`src/rtl/tnn_fe_pkg.sv`:
```
// Shared types and defaults for the TNN feature front end.
// Holds the frame FSM state encoding, threshold defaults and slot packing helper.
package tnn_fe_pkg;

   localparam int unsigned DEF_RAW_W  = 8;
   localparam int unsigned DEF_N_FEAT = 7;
   localparam int unsigned DEF_Q_W    = 2;
   localparam int unsigned DEF_T1     = 64;
   localparam int unsigned DEF_T2     = 128;
   localparam int unsigned DEF_T3     = 192;

   typedef enum logic [2:0] {
      ST_COLLECT = 3'd0,
      ST_DRAIN   = 3'd1,
      ST_EVAL    = 3'd2,
      ST_ERR     = 3'd3,
      ST_HOLD    = 3'd4
   } fe_state_t;

   // Bit offset of feature slot k inside the packed classifier vector.
   function automatic int unsigned slot_off(input int unsigned k, input int unsigned qw);
      return k * qw;
   endfunction

endpackage

```
`src/rtl/tnn_feature_frontend_quant.sv`:
```
// Combinational 4-level quantizer: maps a raw sample onto a code using three thresholds.
// A sample equal to a threshold takes the higher code.
module feature_quantizer
   import tnn_fe_pkg::*;
#(
   parameter int unsigned      RAW_W = DEF_RAW_W,
   parameter int unsigned      Q_W   = DEF_Q_W,
   parameter logic [RAW_W-1:0] T1    = RAW_W'(DEF_T1),
   parameter logic [RAW_W-1:0] T2    = RAW_W'(DEF_T2),
   parameter logic [RAW_W-1:0] T3    = RAW_W'(DEF_T3)
) (
   input  logic [RAW_W-1:0] raw_i,
   output logic [Q_W-1:0]   code_o
);

   always_comb begin
      code_o = Q_W'(0);
      if (raw_i >= T3) begin
         code_o = Q_W'(3);
      end else if (raw_i >= T2) begin
         code_o = Q_W'(2);
      end else if (raw_i >= T1) begin
         code_o = Q_W'(1);
      end
   end

endmodule

```
`src/rtl/tnn_feature_frontend.sv`:
```
// Frame collector for the 2-bit TNN classifier: quantizes a stream of raw features,
// packs one frame into vec_o, samples the classifier bit and returns one result per frame.
module tnn_feature_frontend
   import tnn_fe_pkg::*;
#(
   parameter int unsigned      RAW_W  = DEF_RAW_W,
   parameter int unsigned      N_FEAT = DEF_N_FEAT,
   parameter int unsigned      Q_W    = DEF_Q_W,
   parameter logic [RAW_W-1:0] T1     = RAW_W'(DEF_T1),
   parameter logic [RAW_W-1:0] T2     = RAW_W'(DEF_T2),
   parameter logic [RAW_W-1:0] T3     = RAW_W'(DEF_T3)
) (
   input  logic                    clk,
   input  logic                    rst,
   input  logic                    in_valid,
   output logic                    in_ready,
   input  logic [RAW_W-1:0]        in_data,
   input  logic                    in_last,
   output logic [N_FEAT*Q_W-1:0]   vec_o,
   output logic                    vec_valid,
   input  logic                    cls_i,
   output logic                    res_valid,
   input  logic                    res_ready,
   output logic                    res_class,
   output logic                    res_err
);

   localparam int unsigned          IDX_W    = (N_FEAT > 1) ? $clog2(N_FEAT) : 1;
   localparam logic [IDX_W-1:0]     IDX_LAST = IDX_W'(N_FEAT - 1);

   fe_state_t        state_q, state_d;
   logic [IDX_W-1:0] idx_q, idx_d;
   logic             res_class_q, res_class_d;
   logic             res_err_q, res_err_d;

   logic [Q_W-1:0]   code;
   logic             accept;
   logic             collect_wr;
   logic             frame_clear;

   feature_quantizer #(
      .RAW_W (RAW_W),
      .Q_W   (Q_W),
      .T1    (T1),
      .T2    (T2),
      .T3    (T3)
   ) u_quant (
      .raw_i  (in_data),
      .code_o (code)
   );

   assign accept      = in_valid && in_ready;
   assign collect_wr  = accept && (state_q == ST_COLLECT);
   assign frame_clear = (state_q == ST_HOLD) && res_ready;

   // State register
   always_ff @(posedge clk or posedge rst) begin
      if (rst) begin
         state_q <= ST_COLLECT;
      end else begin
         state_q <= state_d;
      end
   end

   // Next-state logic
   always_comb begin
      state_d = state_q;
      case (state_q)
         ST_COLLECT: begin
            if (accept) begin
               if (in_last) begin
                  state_d = (idx_q == IDX_LAST) ? ST_EVAL : ST_ERR;
               end else if (idx_q == IDX_LAST) begin
                  state_d = ST_DRAIN;
               end
            end
         end
         ST_DRAIN: begin
            if (accept && in_last) begin
               state_d = ST_ERR;
            end
         end
         ST_EVAL:  state_d = ST_HOLD;
         ST_ERR:   state_d = ST_HOLD;
         ST_HOLD: begin
            if (res_ready) begin
               state_d = ST_COLLECT;
            end
         end
         default:  state_d = ST_COLLECT;
      endcase
   end

   // Output decode; in_ready is gated by rst so nothing is accepted during reset.
   always_comb begin
      in_ready  = 1'b0;
      vec_valid = 1'b0;
      res_valid = 1'b0;
      case (state_q)
         ST_COLLECT: in_ready = !rst;
         ST_DRAIN:   in_ready = !rst;
         ST_EVAL:    vec_valid = 1'b1;
         ST_HOLD: begin
            res_valid = 1'b1;
            vec_valid = !res_err_q;
         end
         default: ;
      endcase
   end

   // Index and result datapath
   always_comb begin
      idx_d       = idx_q;
      res_class_d = res_class_q;
      res_err_d   = res_err_q;
      if (frame_clear) begin
         idx_d = '0;
      end else if (collect_wr && (idx_q != IDX_LAST)) begin
         idx_d = idx_q + IDX_W'(1);
      end
      if (state_q == ST_EVAL) begin
         res_class_d = cls_i;
         res_err_d   = 1'b0;
      end else if (state_q == ST_ERR) begin
         res_class_d = 1'b0;
         res_err_d   = 1'b1;
      end
   end

   always_ff @(posedge clk or posedge rst) begin
      if (rst) begin
         idx_q       <= '0;
         res_class_q <= 1'b0;
         res_err_q   <= 1'b0;
      end else begin
         idx_q       <= idx_d;
         res_class_q <= res_class_d;
         res_err_q   <= res_err_d;
      end
   end

   assign res_class = res_class_q;
   assign res_err   = res_err_q;

   generate
      for (genvar gi = 0; gi < N_FEAT; gi++) begin : gen_slot
         localparam logic [IDX_W-1:0] SLOT_IDX = IDX_W'(gi);
         localparam int unsigned      OFF      = slot_off(gi, Q_W);

         logic [Q_W-1:0] slot_q, slot_d;

         always_comb begin
            slot_d = slot_q;
            if (frame_clear) begin
               slot_d = '0;
            end else if (collect_wr && (idx_q == SLOT_IDX)) begin
               slot_d = code;
            end
         end

         always_ff @(posedge clk or posedge rst) begin
            if (rst) begin
               slot_q <= '0;
            end else begin
               slot_q <= slot_d;
            end
         end

         assign vec_o[OFF +: Q_W] = slot_q;
      end
   endgenerate

endmodule

```
`config.mk`:
```
export PLATFORM = sky130hd
export DESIGN_NAME = tnn_feature_frontend
export DESIGN_NICKNAME = d
export VERILOG_FILES = /design/src/rtl/tnn_fe_pkg.sv /design/src/rtl/tnn_feature_frontend_quant.sv /design/src/rtl/tnn_feature_frontend.sv
export SDC_FILE = /design/constraint.sdc
export NUM_CORES = 1
export LEC_CHECK = 0
export CAP_MARGIN = 15
export CORE_MARGIN = 2
export CORE_UTILIZATION = 25
export DETAILED_ROUTE_END_ITERATION = 16
export GPL_ROUTABILITY_DRIVEN = 0
export GPL_TIMING_DRIVEN = 0
export SLEW_MARGIN = 5
export SYNTH_ARGS = -nofsm -noshare
export SYNTH_HDL_FRONTEND = slang
export SYNTH_HIERARCHICAL = 1
export SYNTH_SLANG_ARGS = --single-unit
```
`constraint.sdc`:
```
create_clock -name clk -period 3.1 [get_ports clk]
set_input_delay 0.31 -clock clk [delete_from_list [all_inputs] [get_ports clk]]
set_output_delay 0.31 -clock clk [all_outputs]
set_load 0.02 [all_outputs]
```
==> metrics.txt <==
Worst VDD drop 0.2142 mV; final instance area 1526 sq um; Worst-Skew Late Latency 270 ps; min-delay worst type primary input to flip-flop; hold endpoint gen_slot[6].slot_q[1]; Final Hold Vio Count 0; Chip Height about 72 microns; Die ar. 5227 sq um; fin crit period roughly 2300 ps; worst r2r dst idx_q[2]; Lkg Pwr 0.7192 nW; R2R setup slack 1290 ps; Mapped Cells about 110; Max stage delay cell, worst path clkdlybuf4s50_1; Slew @ Worst Pin 934.6 ps; Final ANT Viol Nets 0; Tot Pwr between 0.001 and 0.0015 W; startpoint types flip-flop; Yosys Warn Count 6; RR Startpoint state_q[1]; clock buffer depth 2; dominant synthesized flop cell dfrtp_1; DR DRC count 0; routed wire length 2591 microns; Clk pin slew, worst setup/hold paths roughly 80 ps; GRT overflow 0; Detail Placement HPWL between 2000 and 2500 microns; CTS tree yes; Worst Setup End Kind output port; sequential fraction of the synthesis area 0.4721; final worst path period share 0.7526; first-pass GRT wire length between 4000 and 5000 microns; overall routing resource usage 0.1120; Post-Synthesis Net Count 132; Crit path buffers/inverters 2; cell depth of the worst setup path 5; wire per inst 13.42 microns; fin nets about 160; critical path class flip-flop to output port; pre-CTS setup slack 1061 ps; standard-cell rows 24; Pwr per Cell Area ~800 nW/um^2; Num CTS Buffers 3; setup_tns 0 ps; Root Buffer clkbuf_8; Worst EP required between 2000 and 3000 ps; final hold slack around 350 ps; post-synthesis cell type count 32; io pins 33; Post-Syn Area 1166 sq um; Post-CTS Hold Fix Bufs 0; Syn Area/Cell 10.32 sq um; Rel. slew slack 0.3684; via count around 930; synth-to-layout area growth 30.90%; PostCTS Resize Cnt 0; endpoints failing setup 0; layout cell share with drive strength beyond 1 0.07092; Starting DRT DRC Count between 40 and 50; skew final roughly 2.2 ps; core area 4414 sq um; Worst Path Max Fanout 10; DRT Pass-1 Iters 4; number of synthesized flops with an enable pin 0; max frequency 428.6 MHz; synthesized flop and latch total 22; post-CTS setup buffers 0; largest net degree at the start of global routing 23; final worst slack 767.0 ps; CP max stage delay about 600 ps; Slew Limit Fails 0; crit-path leading delay family buffers and inverters; FFs w/ async S/R, synth 1.000; status finished, final reports clean; hold path start in_data[7]; unrepaired setup endpoints after global routing no; initial antenna violation count 0; H-tree depth 1; vias in the first global route 1000; Sink Count 22; placed cell areas 1471 sq um; DIE WIDTH 72.30 microns; Critical Path, Cell by Cell clkbuf_1 -> or2b_1 -> o21a_1 -> nor2_1 -> clkdlybuf4s50_1; Port Buffer Count 24; Starting Density 0.2642; number of diodes 0; max_cap viols 0; drt via density 4.798; CP arrival slightly above 2000 ps; Hold Crit Depth 3; worst reg-to-reg path cell count 4
[cell usage after synthesis, types with 2 or more instances]
| cell type | n | area, sq um |
|---|---|---|
| nor4b_1 | 2 | 17.52 |
| nand3_1 | 3 | 15.01 |
| and2_1 | 2 | 12.51 |
| nor2_1 | 4 | 15.01 |
| dfrtp_1 | 22 | 550.5 |
| o21ai_0 | 6 | 30.03 |
| mux2i_1 | 12 | 120.1 |
| or3_4 | 2 | 22.52 |
| nand4_1 | 5 | 31.28 |
| inv_1 | 6 | 22.52 |
| nand2_1 | 15 | 56.30 |
| a21oi_1 | 4 | 20.02 |
| ha_1 | 5 | 62.56 |
| clkbuf_1 | 5 | 18.77 |
| nand2b_1 | 3 | 18.77 |
[power by group]
part | internal [W] | switching (W)
Sequential | 0.000396 | 0.0000773
Clock | 0.000113 | 0.0000954
Combinational | 0.000273 | 0.000302
[worst reg2reg max path: stages, from the launching register on]
cell and delay [ps]:
dfrtp_1 380, clkbuf_1 210, nor4bb_1 850, a211o_1 180, o21ai_0 80
[sequential cells by signal, indices dropped and copies added (netlist names)]
signal and count:
idx_q 3, res_class 1, state_q 3, res_err 1, gen_slot.slot_q 14
[metrics by stage]
stage | util | std cells
after floorplan | - | 113
after global placement | 0.3333 | 189
after detailed placement | 0.3333 | 189
after CTS | 0.3458 | 193
after global routing | 0.3458 | 193
final | 0.3458 | 193
[cell type report]
| cell class | instances | area [sq um] |
|---|---|---|
| Fill cell | 431 | 2888 |
| Multi-Input combinational cell | 79 | 563.0 |
| Sequential cell | 22 | 550.5 |
| Timing Repair Buffer | 24 | 240.2 |
| Tap cell | 52 | 65.06 |
| Clock buffer | 4 | 55.05 |
| Buffer | 6 | 30.03 |
| Inverter | 6 | 22.52 |
[layer usage]
layer,up-vias,global-route usage,wire [microns]
met2,12,0.2039,1356
met4,0,0.05031,57
met1,456,0.1313,1125
met3,5,0.01250,52
li1,453,-,-
met5,-,0,0
[worst max-delay path by stage]
stage | slack (ps) | endpoint | start
6_report | 770 | vec_valid | state_q[1]
3_3_place_gp | 1080 | gen_slot[4].slot_q[1] | rst
2_1_floorplan | 1460 | gen_slot[0].slot_q[0] | state_q[2]
4_1_cts | 760 | vec_valid | state_q[1]
3_5_place_dp | 1060 | vec_valid | state_q[1]
5_1_grt | 650 | vec_valid | state_q[1]
[cells by family after synthesis]
family | synth area share
and+or+nand+nor | 0.2382
DFF | 0.4721
AOI/OAI and AO/OA | 0.07082
muxes | 0.1127
buffers and inverters | 0.04506
adders and majority gates | 0.05365
xor gates and xnor gates | 0.007512
[layout by cell type, fill, tap and decap left out, types with 2 or more instances in the layout]
master           count
nand4_1              5
nand2_1             15
clkdlybuf4s50_1     24
nand3_1              3
o21ai_0              6
a21oi_1              4
mux2i_1             12
and2_1               2
nor2_1               4
clkbuf_1             5
dfrtp_1             22
or3_4                2
inv_1                6
clkbuf_8             4
ha_1                 5
nand2b_1             3
nor4b_1              2
(Power assumes the default switching activity.)
